## src/rtl/usb_out_pkg.sv

```systemverilog
// Shared types and constants for the USB OUT endpoint arbiter.
package usb_out_pkg;

  localparam int EP_ADDR_W = 4;
  localparam int MAX_EP    = 15;

  typedef enum logic [1:0] {
    ST_IDLE    = 2'd0,
    ST_ACTIVE  = 2'd1,
    ST_DISCARD = 2'd2,
    ST_STALL   = 2'd3
  } out_state_e;

  // Endpoint 0 is the control pipe and never routed here; numbers above
  // n_ep have no receiver behind them.
  function automatic logic ep_in_range(input logic [EP_ADDR_W-1:0] ep,
                                       input int n_ep);
    return (ep != '0) && (int'(ep) <= n_ep);
  endfunction

endpackage

```

## src/rtl/out_ep_arbiter.sv

```systemverilog
// OUT endpoint arbiter: steers the SIE OUT stream to one of N_EP endpoint
// FIFOs, tracks the DATA0/DATA1 toggle of every endpoint, drops duplicate
// packets (ACKed, never delivered) and answers halted endpoints with STALL.
// Optional feature: define OUT_EP_STALL_EN to honour ep_halt_i; without it
// the halt inputs are ignored and sie_stall_o is held low.
//
// state      | meaning
// -----------+---------------------------------------------------------
// ST_IDLE    | no transaction open, waiting for sie_start_i
// ST_ACTIVE  | packet streamed through to endpoint sel_q
// ST_DISCARD | bad endpoint or duplicate: data swallowed, no NAK
// ST_STALL   | halted endpoint: STALL requested, data swallowed
module out_ep_arbiter
  import usb_out_pkg::*;
#(
  parameter int N_EP = 4
) (
  input  logic                 clk_i,
  input  logic                 rstn_i,
  input  logic                 sie_start_i,
  input  logic [EP_ADDR_W-1:0] sie_ep_i,
  input  logic                 sie_toggle_i,
  input  logic [7:0]           sie_data_i,
  input  logic                 sie_valid_i,
  input  logic                 sie_err_i,
  input  logic                 sie_ready_i,
  output logic                 sie_nak_o,
  output logic                 sie_stall_o,
  output logic [7:0]           ep_data_o,
  output logic [N_EP-1:0]      ep_valid_o,
  output logic [N_EP-1:0]      ep_err_o,
  output logic [N_EP-1:0]      ep_ready_o,
  input  logic [N_EP-1:0]      ep_nak_i,
  input  logic [N_EP-1:0]      ep_halt_i,
  input  logic [N_EP-1:0]      ep_clr_toggle_i
);

  out_state_e           state_q, state_d;
  out_state_e           tok_state;
  logic [EP_ADDR_W-1:0] sel_q, sel_d;
  logic [EP_ADDR_W-1:0] tok_idx;
  logic                 tok_ok;
  logic                 flip_req;
  logic [N_EP-1:0]      sel_oh;
  logic [N_EP-1:0]      toggle_q;

  // Per-endpoint vectors widened to the full address space so a 4-bit index
  // can never fall outside them; unused upper bits read as zero.
  logic [MAX_EP:0]      toggle_ext;
  logic [MAX_EP:0]      nak_ext;
  logic [MAX_EP:0]      halt_ext;

  assign ep_data_o  = sie_data_i;
  assign toggle_ext = (MAX_EP+1)'(toggle_q);
  assign nak_ext    = (MAX_EP+1)'(ep_nak_i);

`ifdef OUT_EP_STALL_EN
  assign halt_ext = (MAX_EP+1)'(ep_halt_i);
`else
  logic unused_halt;
  assign halt_ext    = '0;
  assign unused_halt = ^ep_halt_i;
`endif

  assign tok_ok  = ep_in_range(sie_ep_i, N_EP);
  assign tok_idx = sie_ep_i - EP_ADDR_W'(1);

  // Classify an incoming token: where does its packet go.
  always_comb begin
    tok_state = ST_DISCARD;
    if (!tok_ok) begin
      tok_state = ST_DISCARD;
    end else if (halt_ext[tok_idx]) begin
      tok_state = ST_STALL;
    end else if (sie_toggle_i != toggle_ext[tok_idx]) begin
      tok_state = ST_DISCARD;
    end else begin
      tok_state = ST_ACTIVE;
    end
  end

  // State and selected-endpoint registers.
  always_ff @(posedge clk_i or negedge rstn_i) begin
    if (!rstn_i) begin
      state_q <= ST_IDLE;
      sel_q   <= '0;
    end else begin
      state_q <= state_d;
      sel_q   <= sel_d;
    end
  end

  // Next state, stream steering and SIE handshake outputs.
  always_comb begin
    state_d     = state_q;
    sel_d       = sel_q;
    ep_valid_o  = '0;
    ep_err_o    = '0;
    ep_ready_o  = '0;
    sie_nak_o   = 1'b0;
    sie_stall_o = 1'b0;
    flip_req    = 1'b0;

    // A new token is honoured in every state; a packet still open in
    // ST_ACTIVE is aborted below in the same cycle.
    if (sie_start_i) begin
      state_d = tok_state;
      if (tok_ok) begin
        sel_d = tok_idx;
      end
    end

    case (state_q)
      ST_IDLE: begin
      end
      ST_ACTIVE: begin
        sie_nak_o = nak_ext[sel_q];
        if (sie_start_i) begin
          // End of the old packet was lost: tell its FIFO to roll back.
          ep_err_o   = sel_oh;
          ep_ready_o = sel_oh;
        end else begin
          ep_valid_o = {N_EP{sie_valid_i}} & sel_oh;
          ep_err_o   = {N_EP{sie_err_i}}   & sel_oh;
          ep_ready_o = {N_EP{sie_ready_i}} & sel_oh;
          if (sie_ready_i && (sie_err_i || !sie_valid_i)) begin
            state_d = ST_IDLE;
            // Only a clean, accepted packet advances the sequence bit.
            flip_req = !sie_err_i && !nak_ext[sel_q];
          end
        end
      end
      ST_DISCARD, ST_STALL: begin
`ifdef OUT_EP_STALL_EN
        sie_stall_o = (state_q == ST_STALL);
`endif
        if (!sie_start_i && sie_ready_i && (sie_err_i || !sie_valid_i)) begin
          state_d = ST_IDLE;
        end
      end
      default: begin
        state_d = ST_IDLE;
      end
    endcase
  end

  for (genvar k = 0; k < N_EP; k++) begin : g_ep
    logic tog_q;
    logic halt_fall;

    assign sel_oh[k]   = (sel_q == EP_ADDR_W'(k));
    assign toggle_q[k] = tog_q;

`ifdef OUT_EP_STALL_EN
    logic halt_q;

    // Remember last halt level so releasing the halt restarts at DATA0.
    always_ff @(posedge clk_i or negedge rstn_i) begin
      if (!rstn_i) begin
        halt_q <= 1'b0;
      end else begin
        halt_q <= ep_halt_i[k];
      end
    end

    assign halt_fall = halt_q & ~ep_halt_i[k];
`else
    assign halt_fall = 1'b0;
`endif

    // Data toggle: explicit clears beat the end-of-packet inversion.
    always_ff @(posedge clk_i or negedge rstn_i) begin
      if (!rstn_i) begin
        tog_q <= 1'b0;
      end else if (ep_clr_toggle_i[k] || halt_fall) begin
        tog_q <= 1'b0;
      end else if (flip_req && sel_oh[k]) begin
        tog_q <= ~tog_q;
      end
    end
  end

endmodule

```

## config.mk

```make
export PLATFORM = sky130hd
export DESIGN_NAME = out_ep_arbiter
export DESIGN_NICKNAME = d
export VERILOG_FILES = /design/src/rtl/usb_out_pkg.sv /design/src/rtl/out_ep_arbiter.sv
export SDC_FILE = /design/constraint.sdc
export NUM_CORES = 1
export LEC_CHECK = 0
export ABC_CLOCK_PERIOD_IN_PS = 4000
export CAP_MARGIN = 20
export CORE_MARGIN = 4
export CORE_UTILIZATION = 31
export CTS_CLUSTER_DIAMETER = 80
export DETAILED_ROUTE_END_ITERATION = 7
export PLACE_DENSITY = 0.72
export SLEW_MARGIN = 20
export SYNTH_ARGS = -nofsm -noshare
export SYNTH_HDL_FRONTEND = slang
export SYNTH_SLANG_ARGS = --single-unit
export TNS_END_PERCENT = 50
```

## constraint.sdc

```tcl
create_clock -name clk_i -period 4 [get_ports clk_i]
set_input_delay 0.8 -clock clk_i [delete_from_list [all_inputs] [get_ports clk_i]]
set_output_delay 0.8 -clock clk_i [all_outputs]
set_load 0.05 [all_outputs]
```

==> metrics.md, run 1 <==
| Metric | Value |
|---|---|
| Outcome | `finished clean` |
| Reg-to-reg setup timing slack | `about 2.4 ns` |
| Placer congestion estimate | `approximately 0.81` |
| IO Port Bufs | `31` |
| Vias/cell | `roughly 4.8` |
| Initial antenna violation count | `0` |
| Crit. End Element | `primary output` |
| First-pass GRT wire length | `roughly 3000 um` |
| Crit path DAT | `2.61 ns` |
| Placed inst area | `roughly 1100 sq um` |
| Reg2reg path depth | `5` |
| CP delay by family, top | `buffers and inverters` |
| Latest clock arrival within the worst-skew pair | `between 0.2 and 0.3 ns` |
| Final core occ | `a little under half` |
| Routed len/inst | `12.8 um` |
| Synth area leader | `dfrtp_1` |
| Hold Crit Class | `reg2reg` |
| Measured slew at the worst slew-check pin | `0.531 ns` |
| M1 GR Usage | `between 10% and 20%` |
| Ys async rst share | `between 90% and 100%` |
| Largest net degree at the start of global routing | `11` |
| H-Tree Depth | `1` |
| Layout cell share with drive strength beyond 1 | `12.1%` |
| Cell with the most instances after synthesis | `nor2_1` |
| Hpwl dp | `between 1500 and 2000 um` |
| CTS clock-pin slew for the worst setup and hold paths | `roughly 0.06 ns` |
| Clk_skew | `approximately 0.0053 ns` |
| CP required | `approximately 3.2 ns` |
| Worst rel slew slack | `64.4%` |
| Most used routing layer | `met2` |
| R2r endpoint | `g_ep[0].tog_q` |
| EDFF count, synth | `0` |
| GRT met2 Usage | `20.9%` |
| CP Cell Sequence | `clkdlybuf4s50_1 > mux4_2 > and3_2 > clkdlybuf4s50_1` |
| Die area | `~3400 sq um` |
| CTS buffer count | `3` |
| Final #Nets | `150` |
| CTS sink cnt | `10` |
| Slew Limit Fails | `0` |
| Max stage delay on crit path | `approximately 0.7 ns` |
| Detail Route Antenna Nets | `0` |
| Die width | `between 50 and 60 um` |
| Die height | `slightly below 60 um` |
| GRT Resource Usage Total | `11.9%` |
| Synth cell types | `28` |
| Static Leak | `~0.00043 uW` |
| Hold endpoint | `sel_q[3]` |
| WL final | `~1900 um` |
| Vias in the first global route | `678` |
| PostCTS Resize Cnt | `0` |
| Syn_nets | `123` |
| Final period util | `85.3%` |
| GRT overflow | `0` |
| Synth Flop Type | `dfrtp_1` |
| Total Power | `298 uW` |
| Vias | `700` |
| Sequential area share after synthesis | `a little under a third` |
| Netlist Area Pre-Place | `approximately 790 sq um` |
| #FFs+latches synth | `10` |
| VDD IR max | `~130 uV` |
| Antenna Cells | `0` |
| Post-synth top area share | `about a third` |
| RR Startpoint | `sel_q[0]` |
| Most used cell, CP | `clkdlybuf4s50_1` |
| Final Critical Period | `approximately 3.4 ns` |
| RSZ-0062 raised after global routing | `false` |
| Design Area, Final | `approximately 1100 sq um` |
| Row count | `18` |
| Layout Cells excl Fill | `about 150` |
| Number of buffers and inverters on the critical path | `2` |
| Commonest cells in the synthesized netlist | `nor2_1 (22), dfrtp_1 (10), buf_4 (9)` |
| # Max-Cap Violations | `0` |
| Met3 Use GR | `about 4.2%` |
| DRC Markers | `0` |
| TritonCTS clock tree | `built` |
| DRT iter0 DRCs | `23` |
| Area contributors post-synth | `dfrtp_1 (32%), nor2_1 (10%), buf_4 (8.5%)` |
| Critical Path Slowest Stage Cell | `clkdlybuf4s50_1` |
| Root Buffer | `clkbuf_4` |
| Max frequency | `between 200 and 300 MHz` |
| Layout area overhead | `39.9%` |
| Number of I/O pins | `53` |
| Hold Path Origin | `sel_q[3]` |
| Cells after synthesis | `90` |
| Postcts setup bufs | `0` |
| Fillers | `~250` |
| PD cells | `about 270 nW/um^2` |
| Final Hold Viols | `0` |
| Synth warn | `0` |
| CTS Hold Buffers Added | `0` |
| Post-Synthesis Mean Instance Area | `8.81 sq um` |
| WS Path Type | `in2out` |
| Hold Path Cell Cnt | `1` |
| Clk buf depth | `2` |
| Initial Util | `between 30% and 40%` |
| Worst setup SP type | `primary input` |
| Placed insts | `between 100 and 150` |
| Setup TNS | `0 ns` |
| Worst-path fanout max | `2` |
| Core Area | `around 2500 sq um` |
| DR pass1 iterations | `4` |
| Final setup fails | `0` |
==> layout make-up <==
class / count / area (sq um) / area share (%)
clock buffer: 4 / 36.3 / 3.27
inverter: 5 / 18.8 / 1.69
multi-input combinational: 66 / 457 / 41.2
sequential: 10 / 250 / 22.5
tap: 30 / 37.5 / 3.38
timing repair buffer: 31 / 310 / 28.0
==> worst max path at each step <==
stage                         end  cells past startpoint  slack, ns   startpoint
finish                  sie_nak_o                      4       0.59  ep_nak_i[3]
global route        ep_valid_o[3]                      5       0.52  sie_start_i
CTS                     sie_nak_o                      4       0.58  ep_nak_i[3]
detailed placement      sie_nak_o                      4       0.58  ep_nak_i[3]
global placement        sie_nak_o                      4       0.59  ep_nak_i[3]
floorplan           ep_valid_o[3]                      3       1.50  sie_start_i
==> report_power, final <==
| part | leakage (uW) | switching [uW] | total [uW] | internal (uW) |
|---|---|---|---|---|
| clock | 0.0000210 | 35.6 | 90.9 | 55.3 |
| combinational | 0.000279 | 44.6 | 85.5 | 40.9 |
| sequential | 0.000127 | 10.3 | 122 | 111 |
| total | 0.000427 | 90.6 | 298 | 208 |
==> cell usage in the layout, fill, tap and decap left out, types with 2 or more instances in the layout <==
cell type	n
a21oi_1	4
clkbuf_4	3
clkdlybuf4s50_1	31
dfrtp_1	10
ha_1	2
inv_1	5
mux2i_1	2
mux4_2	2
nand3_1	2
nand3b_1	2
nor2_1	22
nor3_1	2
nor3_2	5
o21ai_0	4
xnor2_1	5
==> worst reg2reg max path: stages (launching register included) <==
cell     delay [ns]
dfrtp_1        0.42
mux4_2         0.53
and2_4         0.20
nor3_2         0.18
xnor2_1        0.15
nor2_1         0.06
==> metal layers <==
layer / vias up / share of wire [%] / routed length, um
met3: 8 / 11 / 213
met2: 29 / 49 / 923
met1: 311 / 35 / 661
met4: 0 / 3.6 / 68
met5: - / 0 / 0
li1: 352 / - / -
==> state kept, by name, summed over array words and instances (netlist names) <==
name        flops
sel_q           4
g_ep.tog_q      4
state_q         2
==> stage by stage <==
stage                     worst slack [ns]  hold slack (ns)
final                                0.589            0.519
after global routing                 0.522            0.532
after CTS                            0.580            0.520
after detailed placement             0.581            0.505
after global placement               0.591            0.498
after floorplan                       1.50            0.473
==> cell families (layout without fill, tap and decap cells) <==
group                      Yosys count  after routing  synth area share [%]
and+or+nand+nor                     42             42                  30.4
buffers and inverters               14             40                  10.9
AOI/OAI and AO/OA                   10             10                  7.26
DFF                                 10             10                  31.5
xor gates and xnor gates             6              6                  6.62
muxes                                5              5                  9.62
adders and majority gates            2              2                  3.15
other                                1              1                 0.473
Power figures use the tool's default switching activity.
==> run 2, diff against run 1 <==
ABC_CLOCK_PERIOD_IN_PS = 3000   (was 4000)
PLACE_DENSITY = 0.75   (was 0.72)
clock period = 3 ns   (was 4 ns; I/O delays follow)
==> metrics.md, run 2 (same netlist as run 1, synthesis figures left out) <==
| Metric | Value |
|---|---|
| Setup TNS | `0 ns` |
| Final setup fails | `0` |
| Reg-to-reg setup timing slack | `between 1 and 1.5 ns` |
| DRT iter0 DRCs | `46` |
| VDD IR max | `170 uV` |
| First-pass GRT wire length | `around 3300 um` |
| GRT Resource Usage Total | `about 13%` |
| Hold_ws | `roughly 0.52 ns` |
| Place WS | `approximately 0.47 ns` |
| Initial Util | `32.3%` |
| Hpwl dp | `1690 um` |
| Placed inst area | `about 1100 sq um` |
| TritonCTS clock tree | `built` |
| Vias in the first global route | `746` |
| Die height | `approximately 59 um` |
| Postcts setup bufs | `0` |
| WS Path Type | `in2out` |
| DRC Markers | `0` |
| Placer congestion estimate | `roughly 0.79` |
| Worst setup SP type | `primary input` |
| Slew Limit Fails | `0` |
| Latest clock arrival within the worst-skew pair | `0.26 ns` |
| Final Hold Viols | `0` |
| Die width | `58.6 um` |
| WP depth | `4` |
| Hold Crit Class | `reg2reg` |
| Vias | `around 730` |
| Detail Route Antenna Nets | `0` |
| Most common cell after layout, fill and taps aside | `nor2_1` |
| CP delay by family, top | `buffers and inverters` |
| CTS clock-pin slew for the worst setup and hold paths | `0.07 ns` |
| PostCTS Resize Cnt | `0` |
| Clk buf depth | `2` |
| CP Cell Sequence | `clkdlybuf4s50_1 > mux4_2 > and3_2 > buf_4` |
| Most frequent cells in the layout | `nor2_1 (22), clkdlybuf4s50_1 (18), buf_4 (14), dfrtp_1 (10)` |
| Final #Nets | `~150` |
| RR Startpoint | `sel_q[0]` |
| Final period util | `between 80% and 90%` |
| Hold Path Cell Cnt | `1` |
| Largest net degree at the start of global routing | `11` |
| Reg2reg path depth | `5` |
| GRT overflow | `0` |
| Crit. End Element | `primary output` |
| Initial antenna violation count | `0` |
| PD cells | `362 nW/um^2` |
| Final Critical Period | `2.50 ns` |
| Static Leak | `~0.00047 uW` |
| CTS Hold Buffers Added | `0` |
| # Max-Cap Violations | `0` |
| Max stage delay on crit path | `between 0.4 and 0.5 ns` |
| IO Port Bufs | `31` |
| Total Power | `~400 uW` |
| CTS buffer count | `3` |
| Core Area | `between 2000 and 2500 sq um` |
| CP required | `between 2 and 2.5 ns` |
| WL final | `1990 um` |
| Origin of the worst setup path | `ep_nak_i[3]` |
| Antenna Cells | `0` |
| Worst Setup EP | `sie_nak_o` |
| Clk_skew | `approximately 0.0021 ns` |
| Layout cell share with drive strength beyond 1 | `24.6%` |
| Number of I/O pins | `53` |
| Routed len/inst | `about 13 um` |
| Worst-path fanout max | `2` |
| Critical Path Slowest Stage Cell | `mux4_2` |
| Root Buffer | `clkbuf_4` |
| Max frequency | `around 400 MHz` |
| Number of buffers and inverters on the critical path | `2` |
| Crit path DAT | `1.90 ns` |
| Largest regs | `g_ep.tog_q x4, sel_q x4, state_q x2` |
| Die area | `3430 sq um` |
| RSZ-0062 raised after global routing | `false` |
| R2r endpoint | `g_ep[0].tog_q` |
| CTS sink cnt | `10` |
| H-Tree Depth | `1` |
| Layout area overhead | `39.3%` |
| Design Area, Final | `between 1000 and 1500 sq um` |
| Worst setup margin | `slightly above 0.5 ns` |
| Outcome | `finished clean` |
| DR pass1 iterations | `4` |
| Row count | `18` |
| Vias/cell | `4.95` |
[run 2: cell count changes in the layout (fill, tap and decap cells not counted)]
cell and delta:
clkdlybuf4s50_1 -13, buf_4 +14, buf_12 +1
[run 2: layout make-up]
| class | instances | area [sq um] |
|---|---|---|
| Timing Repair Buffer | 33 | 305 |
| Fill cell | 246 | 1350 |
| Clock buffer | 4 | 36.3 |
| Inverter | 5 | 18.8 |
| Multi-Input combinational cell | 66 | 457 |
| Tap cell | 30 | 37.5 |
| Sequential cell | 10 | 250 |
[run 2: how the worst min path moves through the flow]
stage | from | end
after global placement | sel_q[3] | sel_q[3]
after global routing | sel_q[3] | sel_q[3]
after detailed placement | sel_q[3] | sel_q[3]
final | sel_q[3] | sel_q[3]
after floorplan | rstn_i | g_ep[0].tog_q
after CTS | sel_q[3] | sel_q[3]
[run 2: per-layer routing]
layer	wire [um]	track usage, %	vias to the layer above
met5	0	0	-
met4	11	4.21	0
met3	263	5.70	2
met2	1040	23.6	29
met1	674	11.9	344
li1	-	-	358
[run 2: worst reg2reg max path, cell delays in order (launching register included)]
cell and delay (ns):
dfrtp_1 0.43, mux4_2 0.54, and2_4 0.20, nor3_2 0.21, xnor2_1 0.15, nor2_1 0.06
[run 2: power breakdown]
group	leakage (uW)	internal [uW]	switching [uW]
Sequential	0.000127	149	14.6
Combinational	0.000319	56.0	61.6
Clock	0.0000210	73.6	45.8
[run 2: through the flow]
| step | instances | utilization (%) |
|---|---|---|
| detailed placement | 144 | 43.5 |
| global placement | 144 | 43.5 |
| CTS | 148 | 45.0 |
| floorplan | 90 | - |
| finish | 148 | 45.0 |
| global route | 148 | 45.0 |
==> run 3, diff against run 2 <==
ABC_CLOCK_PERIOD_IN_PS = 2330   (was 3000)
PLACE_DENSITY = 0.72   (was 0.75)
clock period = 2.33 ns   (was 3 ns; I/O delays follow)
==> metrics.md, run 3 (same netlist as run 1, synthesis figures left out) <==
| Metric | Value |
|---|---|
| Clock share of power | `a little under a quarter` |
| Final setup fails | `0` |
| Root Buffer | `clkbuf_4` |
| CP Cell Sequence | `clkdlybuf4s50_1 > mux4_2 > and3_2 > buf_4` |
| Vias/cell | `approximately 5` |
| PostCTS Resize Cnt | `0` |
| Setup TNS | `0 ns` |
| CTS Hold Buffers Added | `0` |
| DR pass1 iterations | `4` |
| Design Area, Final | `roughly 1200 sq um` |
| Die height | `58.6 um` |
| Total Power | `477 uW` |
| Placed inst area | `1220 sq um` |
| CP delay by family, top | `buffers and inverters` |
| Number of buffers and inverters on the critical path | `2` |
| TritonCTS clock tree | `built` |
| Layout cell share with drive strength beyond 1 | `25.2%` |
| Core Area | `approximately 2500 sq um` |
| Layout area overhead | `56.8%` |
| Worst setup SP type | `primary input` |
| Largest regs | `g_ep.tog_q x4, sel_q x4, state_q x2` |
| DRT iter0 DRCs | `15` |
| Most common cell after layout, fill and taps aside | `nor2_1` |
| # Max-Cap Violations | `0` |
| Die width | `slightly below 60 um` |
| Detail Route Antenna Nets | `0` |
| Worst-path fanout max | `2` |
| Crit path DAT | `around 1.8 ns` |
| Largest net degree at the start of global routing | `11` |
| Net Sw Power | `about 150 uW` |
| Clk_skew | `between 0.005 and 0.006 ns` |
| Final #Nets | `154` |
| GRT Resource Usage Total | `between 10 and 15%` |
| RSZ-0062 raised after global routing | `false` |
| CTS sink cnt | `10` |
| Latest clock arrival within the worst-skew pair | `around 0.26 ns` |
| CTS buffer count | `3` |
| Most frequent cells in the layout | `nor2_1 (22), clkdlybuf4s50_1 (18), buf_12 (12), dfrtp_1 (10)` |
| First-pass GRT wire length | `~2900 um` |
| Final Critical Period | `2.23 ns` |
| CTS clock-pin slew for the worst setup and hold paths | `~0.060 ns` |
| Max frequency | `roughly 450 MHz` |
| Hpwl dp | `around 1700 um` |
| Die area | `between 3000 and 4000 sq um` |
| Postcts setup bufs | `0` |
| Clk buf depth | `2` |
| IO Port Bufs | `31` |
| Placer congestion estimate | `around 0.76` |
| H-Tree Depth | `1` |
| Number of I/O pins | `53` |
| VDD IR max | `roughly 200 uV` |
| Cell Int Power | `around 330 uW` |
| Slew Limit Fails | `0` |
| Fillers | `between 200 and 250` |
| Multi-input logic area | `~460 sq um` |
| Combinational power share | `32.9%` |
| Switching power share of the total | `between 30% and 40%` |
| Outcome | `finished clean` |
| CP required | `roughly 1.9 ns` |
| Hold Crit Class | `in2async` |
| GRT overflow | `0` |
| Register Area | `around 250 sq um` |
| Antenna Cells | `0` |
| Critical Path Slowest Stage Cell | `mux4_2` |
| DRC Markers | `0` |
| Initial Util | `between 30 and 40%` |
| Max stage delay on crit path | `0.48 ns` |
| Hold_ws | `slightly above 0.5 ns` |
| Sequential power share | `approximately 44%` |
| Static Leak | `between 0.0004 and 0.0005 uW` |
| WL final | `~1900 um` |
| Initial antenna violation count | `0` |
| Vias in the first global route | `slightly below 700` |
| PD cells | `around 380 nW/um^2` |
| Final Hold Viols | `0` |
| WS Path Type | `in2out` |
| Vias | `738` |
| Routed len/inst | `~13 um` |
| Row count | `18` |
| Final period util | `between 90% and 100%` |
| Crit. End Element | `primary output` |
run 3: cell types whose count changed in the layout (fill, tap and decap cells not counted), sizes merged:
cell,delta
clkbuf,-1
buf,+2
run 3: power by group through the flow:
stage                     Sequential (uW)  Combinational, uW  Clock (uW)
after floorplan                       209                128           0
after global placement                211                153           0
after CTS                             209                158         117
after detailed placement              212                157           0
final                                 209                157         111
after global routing                  213                169         123
run 3: final timing paths:
kind	from	endpoint	slack, ns	depth (start not counted)
setup / recovery	ep_nak_i[3]	sie_nak_o	0.1	4
hold / removal	rstn_i	g_ep[0].tog_q	0.51	1
setup reg to reg	sel_q[0]	g_ep[1].tog_q	0.69	5
hold reg to reg	sel_q[3]	sel_q[3]	0.51	1
max in group asynchronous	rstn_i	state_q[0]	1.52	1
min in group clk_i	sel_q[3]	sel_q[3]	0.51	1
run 3: cell type report:
cell class,count,area share [%]
Clock buffer,3,1.81
Inverter,5,1.51
Multi-Input combinational cell,66,36.7
Sequential cell,10,20.1
Tap cell,30,3.02
Timing Repair Buffer,35,36.8
run 3: stage by stage:
stage / instances / util [%] / setup WS [ns]
2_1_floorplan: 90 / - / 0.224
3_3_place_gp: 146 / 49.7 / 0.0417
3_5_place_dp: 146 / 49.7 / 0.00939
4_1_cts: 149 / 50.7 / 0.0889
5_1_grt: 149 / 50.7 / 0.0681
6_report: 149 / 50.7 / 0.0973
run 3: per-layer routing:
| layer | part of all wire, % | track usage, % | routed length (um) |
|---|---|---|---|
| met3 | 10 | 2.19 | 200 |
| met4 | 1.7 | 5.83 | 33 |
| met2 | 52 | 20.9 | 986 |
| met5 | 0 | 0 | 0 |
| met1 | 36 | 10.9 | 691 |
